===== config.mk =====
export PLATFORM = sky130hd
export DESIGN_NAME = ram_cmd_ctrl_flat
export DESIGN_NICKNAME = d
export VERILOG_FILES = /design/src/rtl/ram_cmd_ctrl_if.sv /design/src/rtl/ram_cmd_ctrl.sv /design/src/flat_wrapper.sv
export SDC_FILE = /design/constraint.sdc
export NUM_CORES = 1
export LEC_CHECK = 0
export ABC_AREA = 1
export CORE_MARGIN = 2
export CORE_UTILIZATION = 35
export CTS_CLUSTER_SIZE = 30
export DETAILED_ROUTE_END_ITERATION = 8
export PLACE_DENSITY = 0.74
export SLEW_MARGIN = 15
export SYNTH_ARGS = -nofsm -noshare
export SYNTH_HDL_FRONTEND = slang
export SYNTH_SLANG_ARGS = --single-unit

===== constraint.sdc =====
create_clock -name clk -period 1.2 [get_ports clk]
set_input_delay 0.24 -clock clk [delete_from_list [all_inputs] [get_ports clk]]
set_output_delay 0.24 -clock clk [all_outputs]
set_load 0.005 [all_outputs]

===== src/rtl/ram_cmd_ctrl_if.sv =====
// Command/response handshake bundle between an upstream requester and ram_cmd_ctrl.
// The master modport is the requester side; the slave modport is the controller side.
interface ram_cmd_ctrl_if #(
  parameter int unsigned AW = 4,
  parameter int unsigned DW = 8
);
  logic          cmd_valid;
  logic          cmd_ready;
  logic [1:0]    cmd_op;
  logic [AW-1:0] cmd_addr;
  logic [DW-1:0] cmd_data;
  logic          rsp_valid;
  logic          rsp_ready;
  logic [DW-1:0] rsp_data;

  modport master (
    output cmd_valid, cmd_op, cmd_addr, cmd_data, rsp_ready,
    input  cmd_ready, rsp_valid, rsp_data
  );

  modport slave (
    input  cmd_valid, cmd_op, cmd_addr, cmd_data, rsp_ready,
    output cmd_ready, rsp_valid, rsp_data
  );
endinterface


===== src/rtl/ram_cmd_ctrl.sv =====
// Command sequencer that owns the write/address/data pins of a small register file.
// Define RAM_VERIFY_EN to add a read-back VERIFY cycle after each write with a sticky err flag.
module ram_cmd_ctrl #(
  parameter int unsigned   AW     = 4,
  parameter int unsigned   DW     = 8,
  parameter logic [DW-1:0] CLRVAL = '0
) (
  input  logic          clk,
  input  logic          rst_n,
  ram_cmd_ctrl_if.slave bus,
  output logic          busy,
  output logic          ram_we,
  output logic [AW-1:0] ram_addr,
  output logic [DW-1:0] ram_din,
  input  logic [DW-1:0] ram_dout,
  output logic          err
);

  localparam logic [AW:0] SweepEnd = {1'b1, {AW{1'b0}}};
  localparam logic [AW:0] CntOne   = {{AW{1'b0}}, 1'b1};

  typedef enum logic [2:0] {StIdle, StWrite, StRead, StClear, StVerify} state_e;

  state_e        state_q, state_d;
  logic          cmd_ready_q, cmd_ready_d;
  logic          busy_q, busy_d;
  logic          ram_we_q, ram_we_d;
  logic [AW-1:0] ram_addr_q, ram_addr_d;
  logic [DW-1:0] ram_din_q, ram_din_d;
  logic          rsp_valid_q, rsp_valid_d;
  logic [DW-1:0] rsp_data_q, rsp_data_d;
  logic [AW:0]   cnt_q, cnt_d;
`ifdef RAM_VERIFY_EN
  logic          err_q, err_d;
`endif

  always_comb begin
    state_d     = state_q;
    ram_we_d    = 1'b0;
    ram_addr_d  = ram_addr_q;
    ram_din_d   = ram_din_q;
    cnt_d       = cnt_q;
    rsp_valid_d = rsp_valid_q;
    rsp_data_d  = rsp_data_q;
`ifdef RAM_VERIFY_EN
    err_d       = err_q;
`endif
    if (rsp_valid_q && bus.rsp_ready) rsp_valid_d = 1'b0;

    case (state_q)
      StIdle: begin
        if (bus.cmd_valid && cmd_ready_q) begin
          case (bus.cmd_op)
            2'b01: begin
              state_d    = StWrite;
              ram_we_d   = 1'b1;
              ram_addr_d = bus.cmd_addr;
              ram_din_d  = bus.cmd_data;
            end
            2'b10: begin
              state_d    = StRead;
              ram_addr_d = bus.cmd_addr;
            end
            2'b11: begin
              state_d    = StClear;
              ram_we_d   = 1'b1;
              ram_addr_d = '0;
              ram_din_d  = CLRVAL;
              cnt_d      = CntOne;
            end
            default: ;  // NOP and unknown encodings
          endcase
        end
      end
`ifdef RAM_VERIFY_EN
      StWrite: state_d = StVerify;
      StVerify: begin
        // ram_din_q still holds the written value; ram_addr_q is unchanged
        if (ram_dout != ram_din_q) err_d = 1'b1;
        state_d = StIdle;
      end
`else
      StWrite: state_d = StIdle;
`endif
      StRead: begin
        rsp_data_d  = ram_dout;
        rsp_valid_d = 1'b1;
        state_d     = StIdle;
      end
      StClear: begin
        // Counter is one bit wider than the address so the end of sweep is unambiguous
        if (cnt_q == SweepEnd) begin
          state_d = StIdle;
        end else begin
          ram_we_d   = 1'b1;
          ram_addr_d = cnt_q[AW-1:0];
          cnt_d      = cnt_q + CntOne;
        end
      end
      default: state_d = StIdle;
    endcase

    cmd_ready_d = (state_d == StIdle) && !rsp_valid_d;
    busy_d      = (state_d != StIdle);
  end

  always_ff @(posedge clk or negedge rst_n) begin
    if (!rst_n) begin
      state_q     <= StIdle;
      cmd_ready_q <= 1'b0;
      busy_q      <= 1'b0;
      ram_we_q    <= 1'b0;
      ram_addr_q  <= '0;
      ram_din_q   <= '0;
      rsp_valid_q <= 1'b0;
      rsp_data_q  <= '0;
      cnt_q       <= '0;
    end else begin
      state_q     <= state_d;
      cmd_ready_q <= cmd_ready_d;
      busy_q      <= busy_d;
      ram_we_q    <= ram_we_d;
      ram_addr_q  <= ram_addr_d;
      ram_din_q   <= ram_din_d;
      rsp_valid_q <= rsp_valid_d;
      rsp_data_q  <= rsp_data_d;
      cnt_q       <= cnt_d;
    end
  end

`ifdef RAM_VERIFY_EN
  always_ff @(posedge clk or negedge rst_n) begin
    if (!rst_n) err_q <= 1'b0;
    else        err_q <= err_d;
  end
  assign err = err_q;
`else
  assign err = 1'b0;
`endif

  assign bus.cmd_ready = cmd_ready_q;
  assign bus.rsp_valid = rsp_valid_q;
  assign bus.rsp_data  = rsp_data_q;
  assign busy          = busy_q;
  assign ram_we        = ram_we_q;
  assign ram_addr      = ram_addr_q;
  assign ram_din       = ram_din_q;

endmodule

===== src/flat_wrapper.sv =====
// flat-port wrapper written by rule: the top's interface ports become plain ports
module ram_cmd_ctrl_flat 
#(
  parameter int unsigned   AW     = 4,
  parameter int unsigned   DW     = 8,
  parameter logic [DW-1:0] CLRVAL = '0
)
  (clk, rst_n, busy, ram_we, ram_addr, ram_din, ram_dout, err, bus_cmd_valid, bus_cmd_op, bus_cmd_addr, bus_cmd_data, bus_rsp_ready, bus_cmd_ready, bus_rsp_valid, bus_rsp_data);
  ram_cmd_ctrl_if #(.AW(AW), .DW(DW)) bus_i ();
  input  logic clk;
  input  logic rst_n;
  output logic busy;
  output logic ram_we;
  output logic [AW-1:0] ram_addr;
  output logic [DW-1:0] ram_din;
  input  logic [DW-1:0] ram_dout;
  output logic err;
  input wire logic [$bits(bus_i.cmd_valid)-1:0] bus_cmd_valid;
  input wire logic [$bits(bus_i.cmd_op)-1:0] bus_cmd_op;
  input wire logic [$bits(bus_i.cmd_addr)-1:0] bus_cmd_addr;
  input wire logic [$bits(bus_i.cmd_data)-1:0] bus_cmd_data;
  input wire logic [$bits(bus_i.rsp_ready)-1:0] bus_rsp_ready;
  output wire logic [$bits(bus_i.cmd_ready)-1:0] bus_cmd_ready;
  output wire logic [$bits(bus_i.rsp_valid)-1:0] bus_rsp_valid;
  output wire logic [$bits(bus_i.rsp_data)-1:0] bus_rsp_data;
  assign bus_i.cmd_valid = bus_cmd_valid;
  assign bus_i.cmd_op = bus_cmd_op;
  assign bus_i.cmd_addr = bus_cmd_addr;
  assign bus_i.cmd_data = bus_cmd_data;
  assign bus_i.rsp_ready = bus_rsp_ready;
  assign bus_cmd_ready = bus_i.cmd_ready;
  assign bus_rsp_valid = bus_i.rsp_valid;
  assign bus_rsp_data = bus_i.rsp_data;
  ram_cmd_ctrl #(.AW(AW), .DW(DW), .CLRVAL(CLRVAL)) u_core (.clk(clk), .rst_n(rst_n), .bus(bus_i), .busy(busy), .ram_we(ram_we), .ram_addr(ram_addr), .ram_din(ram_din), .ram_dout(ram_dout), .err(err));
endmodule

; Word level (Yosys, flattened, before mapping)
; Index checks and enable logic that the tools add are counted.
[word_totals]
ff_bits = 32
elab_cells = 53
out_inout_bits = 25
input_bits = 26
[op_classes]
add_sub_neg = 1
eq_ne = 10
n_reduce_logical = 14
n_mux = 19
[ops]
columns = operator, count
row1 = $pmux W4 S2, 2
row2 = $pmux W8 S2, 1
row3 = $mux W5, 3
row4 = $pmux W5 S2, 1
row5 = $pmux W3 S3, 1
row6 = $mux W4, 2
row7 = $reduce_and A4 Y1, 2
row8 = $eq A3 B2 Y1 const B, 2
row9 = $logic_not A3 Y1, 2
row10 = $mux W3, 2
row11 = $pmux W3 S2, 1
row12 = $add A5 B1 Y5 const B, 1
row13 = $eq A5 B5 Y1 const B, 1
row14 = $mux W1, 5
row15 = $eq A2 B2 Y1 const B, 2
row16 = $ne A2 B2 Y1 const B, 2
row17 = $reduce_bool A2 Y1, 2
row18 = $reduce_or A2 Y1, 2
row19 = $logic_and A1 B1 Y1, 3
row20 = $ne A3 B3 Y1 const B, 1
row21 = $reduce_and A3 Y1, 1
row22 = $reduce_bool A3 Y1, 1
row23 = $eq A2 B1 Y1 const B, 1
row24 = $ne A2 B1 Y1 const B, 1
row25 = 2 further kinds, 2

; Logic depth before layout (Yosys ltp)
; Gate-level depths: netlist of the first run.
[logic_depth]
depth_word = 6
mapped_depth = 10
ltp_nobuf = 10

; Least setup slack after synthesis of the first run
; Ideal clock, no wire load.
[synth_timing]
path_type = reg2reg
start = register u_core.cnt_q[0]
end = register u_core.cnt_q[3]
setup_time_ns = 0.117
period_less_slack_ns = 1.232
required_ns = 1.083
path_buffers = 0
path_stages_with_launch = 11
t_arrival_ns = 1.115
path_slack_ns = -0.032
cell_sequence = dfrtp_1 > inv_1 > ha_1 > nand2_1 > inv_1 > nand2_1 > nor2_2 > nor2_4 > nand2_2 > nand2_1 > nand2_1
[synth_via]
elab_chain_len = 3
word_cells_on_any_way = 6
classes_between = 1 x add/sub / 2 x eq/ne / 2 x mux / 1 x reduce/logical
[synth_rtl]
columns = item, line_no
row1 = "start, declared", ram_cmd_ctrl.sv:32  ; logic [AW:0] cnt_q, cnt_d;
row2 = "start signal, assigned", ram_cmd_ctrl.sv:127  ; cnt_q <= cnt_d;
row3 = $add A5 B1 Y5 or $eq A5 B5 Y1 (tied branches), "ram_cmd_ctrl.sv:97, ram_cmd_ctrl.sv:92"
row4 = $mux W5 or $ne A2 B2 Y1 (tied branches), n/a
row5 = $pmux W5 S2 or $reduce_and A4 Y1 (tied branches), n/a
; Parallel ways exist; a longest one is shown, timed or not. The select of a mux whose other input is x is not followed.
; A chain may end at the register's enable or synchronous reset.

; Worst setup path in the final report of the first run
[layout_timing]
start = register u_core.cnt_q[0]
end = register u_core.cnt_q[4]
; Same word-level chain as after synthesis.

==> results.txt, run 1 <==
- Leading cell type in the layout, fill and taps excluded: nand2_1
- DRC violations left: 0
- The H-tree generated during clock tree synthesis spans 2 levels.
* Core region area: 4324 sq um
* Half-perimeter wire length of the detailed placement result: 2664 um
- Input and output buffers added on the ports amount to 49.
- GP Congestion: 0.9134
- TritonCTS built the clock tree.
* Internal: 0.002734 W
- Sequential share of the synthesized area: 0.5128
* Number of failing hold endpoints at the final stage: 0
- Warning count from the yosys run: 0
- For the worst flop-to-flop path, the logic depth is 10.
- # rows: 24
- Number of placed instances with taps included: 288
- Worst Hold Class: in -> async
* Starting DRC count in detailed routing: 49
* Total routing resource utilization after global routing: 0.1593
* Post-Layout Cell Count: 301
- The tree is rooted in a clkbuf_8.
* Number of buffers on the longest clock path: 2
- Setup repair after global routing could not meet its margin everywhere.
* Part of the total power dissipated in sequential elements: 0.408
- Leading cell types in the layout, fill and taps excluded: nand2_1 (37), dfrtp_1 (31), clkdlybuf4s50_1 (25)
- Final critical path time including I/O delays and setup: 1.316 ns
* Maximum net fanout on the critical path: 5
- Static Leak: 1.253 nW
- Fraction of layout cells with a size suffix above 1: 0.3454
- Switching part of the total: 0.2802
* Die Wd: 70.80 um
- Required time of the critical path: 1.42 ns
* Ratio of total power to cell area: 1516 nW/um^2
- Walking the worst path, the cells encountered are inv_1 -> ha_2 -> nand2_2 -> inv_2 -> nand2_2 -> nor2_4 -> nor2_4 -> nand2_4 -> nand2_2 -> nand2_2.
- At the placement stage, the worst setup path has a slack of -0.2852 ns.
- Startpoint type of the worst setup path: register
* Global-route wire length before repair: 6279 um
- Final Worst Setup Slack: -0.1161 ns
- Violated checks: setup timing
- The number of global-route vias before repair was 1390.
- A synthesized cell averages 9.078 sq um.
- Setup Crit Path Kind: reg -> reg
- Max rail drop VDD: 0.5110 mV
- After synthesis the cells add up to 1561 sq um.
* Count of antenna-violating nets left after detailed routing: 0
- The startpoint identified for the worst register-to-register timing path is u_core.cnt_q[0].
- Worst Setup End Kind: register
* Max Freq: 0.7598 GHz
- Clock-pin slew was measured on the worst setup and hold paths at 0.07 ns.
* Die H: 70.80 um
- Highest cell delay on the worst timing path: 0.38 ns
- At the worst endpoint, the arrival time is 1.54 ns.
- The final max-slew violation count was 0.
- Total CTS buffers: 5
- Count of boundary I/O pins: 51
- Area Growth Syn to Fin: 60.42%
- Summed negative setup slack over all endpoints: -0.6285 ns
- At the later pin of the worst-skew pair, clock insertion delay measures 0.29 ns.
- The share of total power dissipated in the clock network is 0.265.
* Diodes inserted: 0
- Number of antenna violations at the first check in global routing: 0
* Post-synthesis instance total: 172
- In the finished design, the share of the clock period the worst path needs comes to 1.097.
- For this block, the routed nets add up to 3728 um of wire.
- Dividing the detail-routed wire length by the instance count gives 12.39 um.
- The routed layout has 1399 vias.
- For this design the total switching power over the nets is 0.001064 W.
* Number of sinks handled by clock tree synthesis: 32
- Setup Viol. Count Final: 13
* Clock Skew: 0.007076 ns
* Net count, final: 276
- For this configuration, the core starts out at a cell density of 0.3611.
* Comb power frac: 0.328
- Status: complete, but fails checks
- Reg-to-Reg End: u_core.cnt_q[4]
- The setup check on the worst reg-to-reg path leaves a slack of -0.12 ns.
- The synthesized netlist contains 23 unique library cells.
- The pre-antenna-repair detailed-routing pass consisted of 4 iterations.
* Library cell appearing most often on the critical path: nand2_2
* Die area: 5012 sq um
* Synthesized flop and latch total: 32
- The tool flagged a number of max-cap violations equal to 0.
- The largest individual stage delay along the critical path comes from the cell dfrtp_1.
- Maximum number of pins on one net before global-route repair: 33
- For this run the aggregate overflow at the end of global routing stands at 0.
* Drt via density: 4.648
-- cell families after synthesis --
group	after synthesis	share of synthesized area
AND/OR/NAND/NOR	95	0.3037
flip-flops	32	0.5128
buffers and inverters	23	0.06731
AO/OA/AOI/OAI	10	0.03445
multiplexers	8	0.05769
adder cells (fa/ha/maj)	2	0.01602
other	1	0.002402
XOR/XNOR	1	0.005610
-- flip-flops by register name (all words and copies together) (netlist names) --
signal                flops
u_core.state_q            3
u_core.ram_addr           4
u_core.cnt_q              5
u_core.bus.rsp_valid      1
u_core.ram_din            8
u_core.bus.cmd_ready      1
u_core.busy               1
u_core.ram_we             1
u_core.bus.rsp_data       8
-- synth_stat cells --
master | number | area, sq um
nand2_1 | 45 | 168.9
dfrtp_1 | 32 | 800.8
nand3_1 | 29 | 145.1
inv_1 | 17 | 63.81
o21ai_0 | 9 | 45.04
mux2_2 | 8 | 90.09
nor2_1 | 4 | 15.01
nor2_2 | 4 | 25.02
nand2_2 | 3 | 18.77
nor2_4 | 3 | 33.78
buf_6 | 2 | 22.52
ha_1 | 2 | 25.02
inv_2 | 2 | 7.510
nand3_2 | 2 | 20.02
or2_2 | 2 | 12.51
a21oi_2 | 1 | 8.760
buf_4 | 1 | 7.510
clkbuf_1 | 1 | 3.750
conb_1 | 1 | 3.750
nand2_4 | 1 | 11.26
nand3_4 | 1 | 17.52
nand4_1 | 1 | 6.260
xor2_1 | 1 | 8.760
-- routing by layer --
| metal | up-vias | global-route usage | share of wire |
|---|---|---|---|
| met5 | - | 0 | 0 |
| met4 | 0 | 0.07547 | 0.022 |
| met3 | 10 | 0.05128 | 0.065 |
| met2 | 44 | 0.2388 | 0.47 |
| met1 | 642 | 0.2095 | 0.44 |
| li1 | 703 | - | - |
-- final cells by class --
class / instances / area [sq um]
clock inverter: 2 / 35.03
multi-input combinational: 119 / 798.3
timing repair buffer: 71 / 660.6
fill: 376 / 1819
clock buffer: 6 / 72.57
inverter: 19 / 71.32
sequential: 32 / 802.0
tap: 52 / 65.06
-- through the flow --
step	hold slack, ns	utilization	power (W)	instance area, sq um
6_report	0.3199	0.5793	0.003798	2505
4_1_cts	0.3243	0.5489	0.003722	2374
3_5_place_dp	0.4905	0.5191	0.002862	2245
2_1_floorplan	-0.05559	-	0.002005	1575
5_1_grt	0.3390	0.5793	0.004048	2505
3_3_place_gp	0.4835	0.5191	0.002829	2245
-- worst max path at each step --
| stage | from | end | slack (ns) |
|---|---|---|---|
| after floorplan | u_core.cnt_q[0] | u_core.cnt_q[3] | -0.01 |
| after global placement | bus_cmd_valid | u_core.cnt_q[4] | -0.25 |
| after detailed placement | bus_cmd_valid | u_core.cnt_q[4] | -0.29 |
| after CTS | u_core.cnt_q[0] | u_core.cnt_q[4] | -0.09 |
| after global routing | u_core.cnt_q[0] | u_core.cnt_q[4] | -0.20 |
| final | u_core.cnt_q[0] | u_core.cnt_q[4] | -0.12 |
-- power by group through the flow --
stage               logic, W  registers [W]  clock network (W)
finish               0.00124        0.00155            0.00100
global route         0.00138        0.00159            0.00108
CTS                  0.00116        0.00153            0.00104
floorplan           0.000415        0.00159                  0
detailed placement   0.00130        0.00156                  0
global placement     0.00127        0.00156                  0
-- repair_timing --
action,in CTS,in global routing
endpoints found under the setup margin,47,35
gates resized for setup,36,38
hold buffers,0,0
cloned,0,1
buffers inserted,2,2
pin swaps,4,8
-- critical path, delay by kind of cell (launching register included) --
family | cells | cell delay [ns]
flip-flops | 1 | 0.38
buffers and inverters | 2 | 0.13
AND/OR/NAND/NOR | 7 | 0.58
adder cells (fa/ha/maj) | 1 | 0.17
No activity file was read; power rests on OpenSTA's default activity.
==> run 2: changes to the inputs <==
Settings changed: RECOVER_POWER set to 25.
==> run 2 against run 1 <==
The run still ends with setup timing left. Worst setup slack gained 0.0012 ns. Combinational power hardly changed. Global-route usage unchanged. Non-clock buffer count unchanged. Count of clock-buffer cells in the layout unchanged. Highest routed layer unchanged.
==> results.txt, run 2 (synthesis gave the netlist of run 1 again) <==
* Routed length per instance: 12.41 um (+0.16%)
* Total CTS buffers: 5 (unchanged)
- Clock Root Buffer: clkbuf_8
- The data arrival at the endpoint of the critical path was 1.54 ns (about the same).
- Static Leak: 1.248 nW (-0.42%)
* Number of failing hold endpoints at the final stage: 0 (unchanged)
- Maximum net fanout on the critical path: 5 (unchanged)
* Drt via density: 4.638 (-0.21%)
- The worst clock skew is 0.006351 ns (-0.0007246 ns).
* Global-route wire length before repair: 6279 um (unchanged)
* First drt pass iteration count: 4 (unchanged)
- Total wirelength of the detailed-routed design: 3734 um (+0.16%)
* Summed area of non-filler cells in the final layout: 2490 sq um (-0.60%)
- DRC violations left: 0 (unchanged)
- The final weighted congestion in routability-driven placement is 0.9134 (unchanged).
- The maximum VDD drop was 0.5109 mV (about the same).
* Count of antenna-violating nets left after detailed routing: 0 (unchanged)
- Post-CTS clock slew at the launch and capture registers of the worst setup and hold paths: 0.06 ns (about the same)
- Share of the cycle needed by the critical path after routing: 1.096 (about the same)
- The worst hold path was traced through 2 stages.
- The worst setup path is captured at a register.
* Ratio of total power to cell area: 1522 nW/um^2 (+0.37%)
- Number of placed instances with taps included: 288 (unchanged)
* Number of antenna violations at the first check in global routing: 0 (unchanged)
- Slew margin rel.: 0.4793
- # rows: 24 (unchanged)
* Number of cells traversed by the worst register-to-register path: 10 (unchanged)
- Core region area: 4324 sq um (unchanged)
- In this run the worst hold path is classified as reg -> reg.
* Initial Utilization: 0.3611 (unchanged)
- Count of input and output buffers: 49 (unchanged)
* Overall via count from detail_route: 1396 (-0.21%)
* Count of boundary I/O pins: 51 (unchanged)
- Status: complete, but fails checks
* CTS tree: yes
- Die area: 5012 sq um (unchanged)
- Post-Layout Cell Count: 301 (unchanged)
- CTS Hold Bufs: 0 (unchanged)
* Final critical path time including I/O delays and setup: 1.315 ns (-0.001152 ns)
* Max-Cap Viols: 0 (unchanged)
- The number of diodes added for antenna fixing came to 0 (unchanged).
- The number of global-route vias before repair is 1390 (unchanged).
- The placed cell area came to 2245 sq um (unchanged).
* Setup Viol. Count Final: 13 (unchanged)
- Actual slew at the worst max-slew pin: 0.7810 ns
* Final Worst Setup Slack: -0.1150 ns (+0.001152 ns)
- Setup repair after global routing could not meet its margin everywhere.
- The final-stage net count came to 276 (unchanged).
- The die outline height came to 70.80 um (unchanged).
- Final slew viol count: 0 (unchanged)
- Clock latency on the worst-skew pair: 0.29 ns (about the same)
- Half-perimeter wire length of the detailed placement result: 2664 um (unchanged)
- The post-route core utilization came to 0.5758 (-0.003472).
- Setup Crit Path Kind: reg -> reg
- The number of DRC violations after detailed-routing iteration 0 was 49 (unchanged).
* Maximum number of pins on one net before global-route repair: 33 (unchanged)
* Number of buffers on the longest clock path: 2 (unchanged)
- The floorplan die width is 70.80 um (unchanged).
- Total overflow reported by the global router: 0 (unchanged)
- Required time of the critical path: 1.42 ns (about the same)
- Area Growth Syn to Fin: 59.46%
* Leading cell types in the layout, fill and taps excluded: nand2_1 (37), dfrtp_1 (31), clkdlybuf4s50_1 (25)
- Violated checks: setup timing
- STA classifies the critical path startpoint as a register.
* Summed negative setup slack over all endpoints: -0.6162 ns (+0.01225 ns)
* Fraction of layout cells with a size suffix above 1: 0.3454 (unchanged)
* Number of levels in the clock H-tree: 2 (unchanged)
- Leading cell type in the layout, fill and taps excluded: nand2_1
- Number of sinks handled by clock tree synthesis: 32 (unchanged)
- Total routing resource utilization after global routing: 0.1593 (unchanged)
- Max Freq: 0.7605 GHz (about the same)
run 2: cell types whose count changed in the layout (fill, tap and decap cells not counted), sizes merged:
cell	change
clkbuf	+1
buf	-1
run 2: final cells by class:
| type | instances | area (sq um) |
|---|---|---|
| timing repair buffer | 71 | 645.6 |
| fill | 378 | 1834 |
| tap | 52 | 65.06 |
| clock inverter | 2 | 35.03 |
| sequential | 32 | 802.0 |
| clock buffer | 6 | 72.57 |
| inverter | 19 | 71.32 |
| multi-input combinational | 119 | 798.3 |
run 2: worst paths after layout:
kind                                    from                end  slack, ns
max reg2reg                  u_core.cnt_q[0]    u_core.cnt_q[4]      -0.11
min reg2reg                u_core.ram_din[0]  u_core.ram_din[0]       0.49
max                          u_core.cnt_q[0]    u_core.cnt_q[4]      -0.11
max in group asynchronous              rst_n  u_core.state_q[1]       0.16
min                        u_core.ram_din[0]  u_core.ram_din[0]       0.49
min in group asynchronous              rst_n  u_core.ram_din[4]       0.50
run 2: repair_timing:
item                       in CTS  in global routing
gates cloned                    0                  1
setup endpoints to repair      47                 35
hold endpoints to repair        0                  0
pin swaps                       4                  8
setup buffers                   2                  2
gates resized for setup        36                 38
run 2: power breakdown:
part / internal [W] / switching (W) / leakage [nW]
combinational: 0.000724 / 0.000514 / 0.792
sequential: 0.00139 / 0.000160 / 0.400
clock: 0.000615 / 0.000387 / 0.0552
run 2: worst max-delay path, stage by stage, from the launching register on:
cell	delay (ns)
dfrtp_1	0.38
inv_1	0.06
ha_2	0.17
nand2_2	0.05
inv_2	0.07
nand2_2	0.06
nor2_4	0.17
nor2_4	0.08
nand2_4	0.09
nand2_2	0.06
nand2_2	0.07
run 2: per-layer routing:
metal | GRT usage | wire length, um | vias to the layer above | part of all wire
li1 | - | - | 703 | -
met5 | 0 | 0 | - | 0
met1 | 0.2095 | 1640 | 639 | 0.44
met2 | 0.2388 | 1771 | 44 | 0.47
met4 | 0.07547 | 83 | 0 | 0.022
met3 | 0.05128 | 238 | 10 | 0.064
run 2: per-stage QoR:
stage / hold slack (ns) / setup slack, ns / power (W)
after floorplan: -0.05559 / -0.01447 / 0.002005
after CTS: 0.3243 / -0.08974 / 0.003722
after global placement: 0.4835 / -0.2518 / 0.002829
after global routing: 0.5221 / -0.2004 / 0.004041
final: 0.4939 / -0.1150 / 0.003789
after detailed placement: 0.4905 / -0.2852 / 0.002862
==> run 3: changes to the inputs <==
Settings changed: SETUP_SLACK_MARGIN set to 0.3, SKIP_CTS_REPAIR_TIMING set to 1.
==> run 3 against run 2 <==
The run still ends with setup timing left. Largest cell class is now multi-input gates. Via count grew 0.21%. Non-clock buffer count is the same. Fmax rose by 0.48%. Utilization is 1.9 points lower. Sequential cell count is the same. Sequential share of layout area is 1.1 points higher.
==> results.txt, run 3 (synthesis gave the netlist of run 1 again) <==
- Static Leak: 1.265 nW (+1.4%)
* Setup repair after global routing missed its margin: yes
* Number of sinks handled by clock tree synthesis: 32 (unchanged)
* Pre-CTS setup slack: -0.2948 ns (-0.009632 ns)
* Summed area of non-filler cells in the final layout: 2406 sq um (-3.4%)
* Overall via count from detail_route: 1399 (+0.21%)
- Global-route wire length before repair: 5927 um (-5.6%)
- The detailed-route wire length per cell is 12.44 um (+0.24%).
* Diodes inserted: 0 (unchanged)
- The maximum VDD drop was 0.5304 mV (+3.8%).
- The level count of the clock H-tree is 2 (unchanged).
- The maximum clock insertion buffer count came to 2 (unchanged).
- Area taken by multi-input logic gates: 805.8 sq um (+0.94%)
- The highest cell delay on the worst timing path was 0.48 ns (+0.10 ns).
- Final slew viol count: 0 (unchanged)
- Number of antenna violations at the first check in global routing: 0 (unchanged)
- The die outline height is 70.80 um (unchanged).
- The fraction of final layout cells sized beyond drive strength 1 is 0.4217 (+0.07631).
* Post-Layout Cell Count: 301 (unchanged)
* DRC violations left: 0 (unchanged)
- Sequential standard cell area: 802.0 sq um (unchanged)
* Setup Viol. Count Final: 19 (+6)
- The number of top-level pins is 51 (unchanged).
- Max-Cap Viols: 0 (unchanged)
* Ratio of total power to cell area: 1590 nW/um^2 (+4.4%)
* Required time of the critical path: 1.38 ns (-0.04 ns)
* Slew margin rel.: 0.4787 (-0.0006570)
* Die area: 5012 sq um (unchanged)
- Number of placed instances with taps included: 285 (-1.0%)
- The minimum period implied by the final worst setup slack was 1.309 ns (-0.006238 ns).
* Clock latency on the worst-skew pair: 0.28 ns (about the same)
* Net count, final: 276 (unchanged)
* Total overflow reported by the global router: 0 (unchanged)
- STA classifies the critical path endpoint as a register.
- The smallest setup slack after layout is -0.1087 ns (+0.006238 ns).
- Number of failing hold endpoints at the final stage: 0 (unchanged)
- Via count of the first global-routing pass: 1313 (-5.5%)
- The clock-pin slew of the registers on the worst-case setup and hold paths was 0.07 ns (about the same).
* Maximum number of pins on one net before global-route repair: 33 (unchanged)
- Die Wd: 70.80 um (unchanged)
- Violated checks: setup timing
* Startpoint type of the worst setup path: register
- Leading cell types in the layout, fill and taps excluded: nand2_1 (39), dfrtp_1 (31), clkdlybuf4s50_1 (25)
- Leaving out fill and tap cells, the most frequent cell in the layout is nand2_1.
* Number of buffer and inverter instances along the worst setup path: 1 (-1)
- Share of the cycle needed by the critical path after routing: 1.091 (-0.005198)
* Total routing resource utilization after global routing: 0.1514 (-0.007844)
* Count of antenna-violating nets left after detailed routing: 0 (unchanged)
- Total wirelength of the detailed-routed design: 3743 um (+0.24%)
- Starting DRC count in detailed routing: 44 (-10%)
- TritonCTS built the clock tree.
* Count of input and output buffers: 49 (unchanged)
- The detailed placement HPWL is 2694 um (+1.1%).
* Worst Path Arrival: 1.49 ns (-0.05 ns)
- The fill cell total of the finished layout was 416 (+10%).
- Kind of cell with the highest combined delay on the critical path: simple AND/OR/NAND/NOR gates
- Clock Skew: 0.005166 ns (-0.001186 ns)
* Max Freq: 0.7641 GHz (+0.48%)
- CTS placed an instance of clkbuf_8 at the clock tree root.
- The run finished, with violations left.
- First drt pass iteration count: 4 (unchanged)
- # rows: 24 (unchanged)
* GP Congestion: 0.7793 (-15%)
- The transition at the pin with the smallest max-transition slack is 0.7820 ns (+0.0009847 ns).
- The initial standard-cell utilization of the core came to 0.3611 (unchanged).
- Cell with the largest stage delay on the worst path: dfrtp_2
- Setup Crit Path Kind: reg -> reg
* Drt via density: 4.648 (+0.21%)
- The placed cell area was 2228 sq um (-0.72%).
* Total CTS buffers: 5 (unchanged)
* Core region area: 4324 sq um (unchanged)
* Overall Power: 0.003825 W (+0.93%)
* Worst Hold Class: in -> async
* Area Growth Syn to Fin: 54.09%
* Maximum net fanout on the critical path: 5 (unchanged)
- The critical path goes through nor2_4 -> nand2_4 -> nand2_1 -> nand2_1 -> inv_2 -> nand2_4 -> nand2_2 -> nand2_2.
-- run 3: changes by cell type in the layout (fill, tap and decap cells not counted), sizes merged --
| cell | before | now |
|---|---|---|
| clkinvlp | 0 | 1 |
| clkbuf | 7 | 25 |
| clkdlybuf4s15 | 9 | 0 |
| buf | 21 | 26 |
| dlygate4sd2 | 15 | 0 |
-- run 3: final timing paths --
kind,startpoint,slack (ns),to,cells past startpoint
worst min register to register,u_core.ram_din[5],0.50,u_core.ram_din[5],2
worst min-delay path,rst_n,0.50,u_core.ram_din[3],2
worst max-delay path,u_core.state_q[1],-0.11,u_core.cnt_q[0],8
min in group clk,u_core.ram_din[5],0.50,u_core.ram_din[5],2
worst max register to register,u_core.state_q[1],-0.11,u_core.cnt_q[0],8
max in group asynchronous,rst_n,0.15,u_core.state_q[1],2
-- run 3: routing by layer --
metal,wire (um),share of wire,GRT usage,up-vias
met2,1751,0.47,0.2482,43
li1,-,-,-,704
met3,274,0.073,0.05413,7
met4,68,0.018,0.05660,0
met1,1647,0.44,0.1837,645
met5,0,0,0,-
-- run 3: report_power, final --
group | leakage, nW | switching, W | total (W) | internal, W
Sequential | 0.400 | 0.000179 | 0.00157 | 0.00139
Clock | 0.0541 | 0.000396 | 0.00101 | 0.000613
Combinational | 0.811 | 0.000531 | 0.00125 | 0.000715
Total | 1.26 | 0.00111 | 0.00382 | 0.00272
-- run 3: final cells by class --
type | count | area share
Sequential cell | 32 | 0.3333
Tap cell | 52 | 0.02704
Clock inverter | 3 | 0.01768
Timing Repair Buffer | 71 | 0.2278
Clock buffer | 5 | 0.02860
Multi-Input combinational cell | 119 | 0.3349
Inverter | 19 | 0.03068
-- run 3: stage by stage --
| step | utilization | TNS, ns | hold WS (ns) |
|---|---|---|---|
| final | 0.5564 | -1.121 | 0.4991 |
| after floorplan | - | -0.06686 | -0.05559 |
| after global placement | 0.5153 | -4.363 | 0.4677 |
| after global routing | 0.5564 | -2.652 | 0.5243 |
| after detailed placement | 0.5153 | -5.204 | 0.4809 |
| after CTS | 0.5411 | -4.994 | 0.3280 |
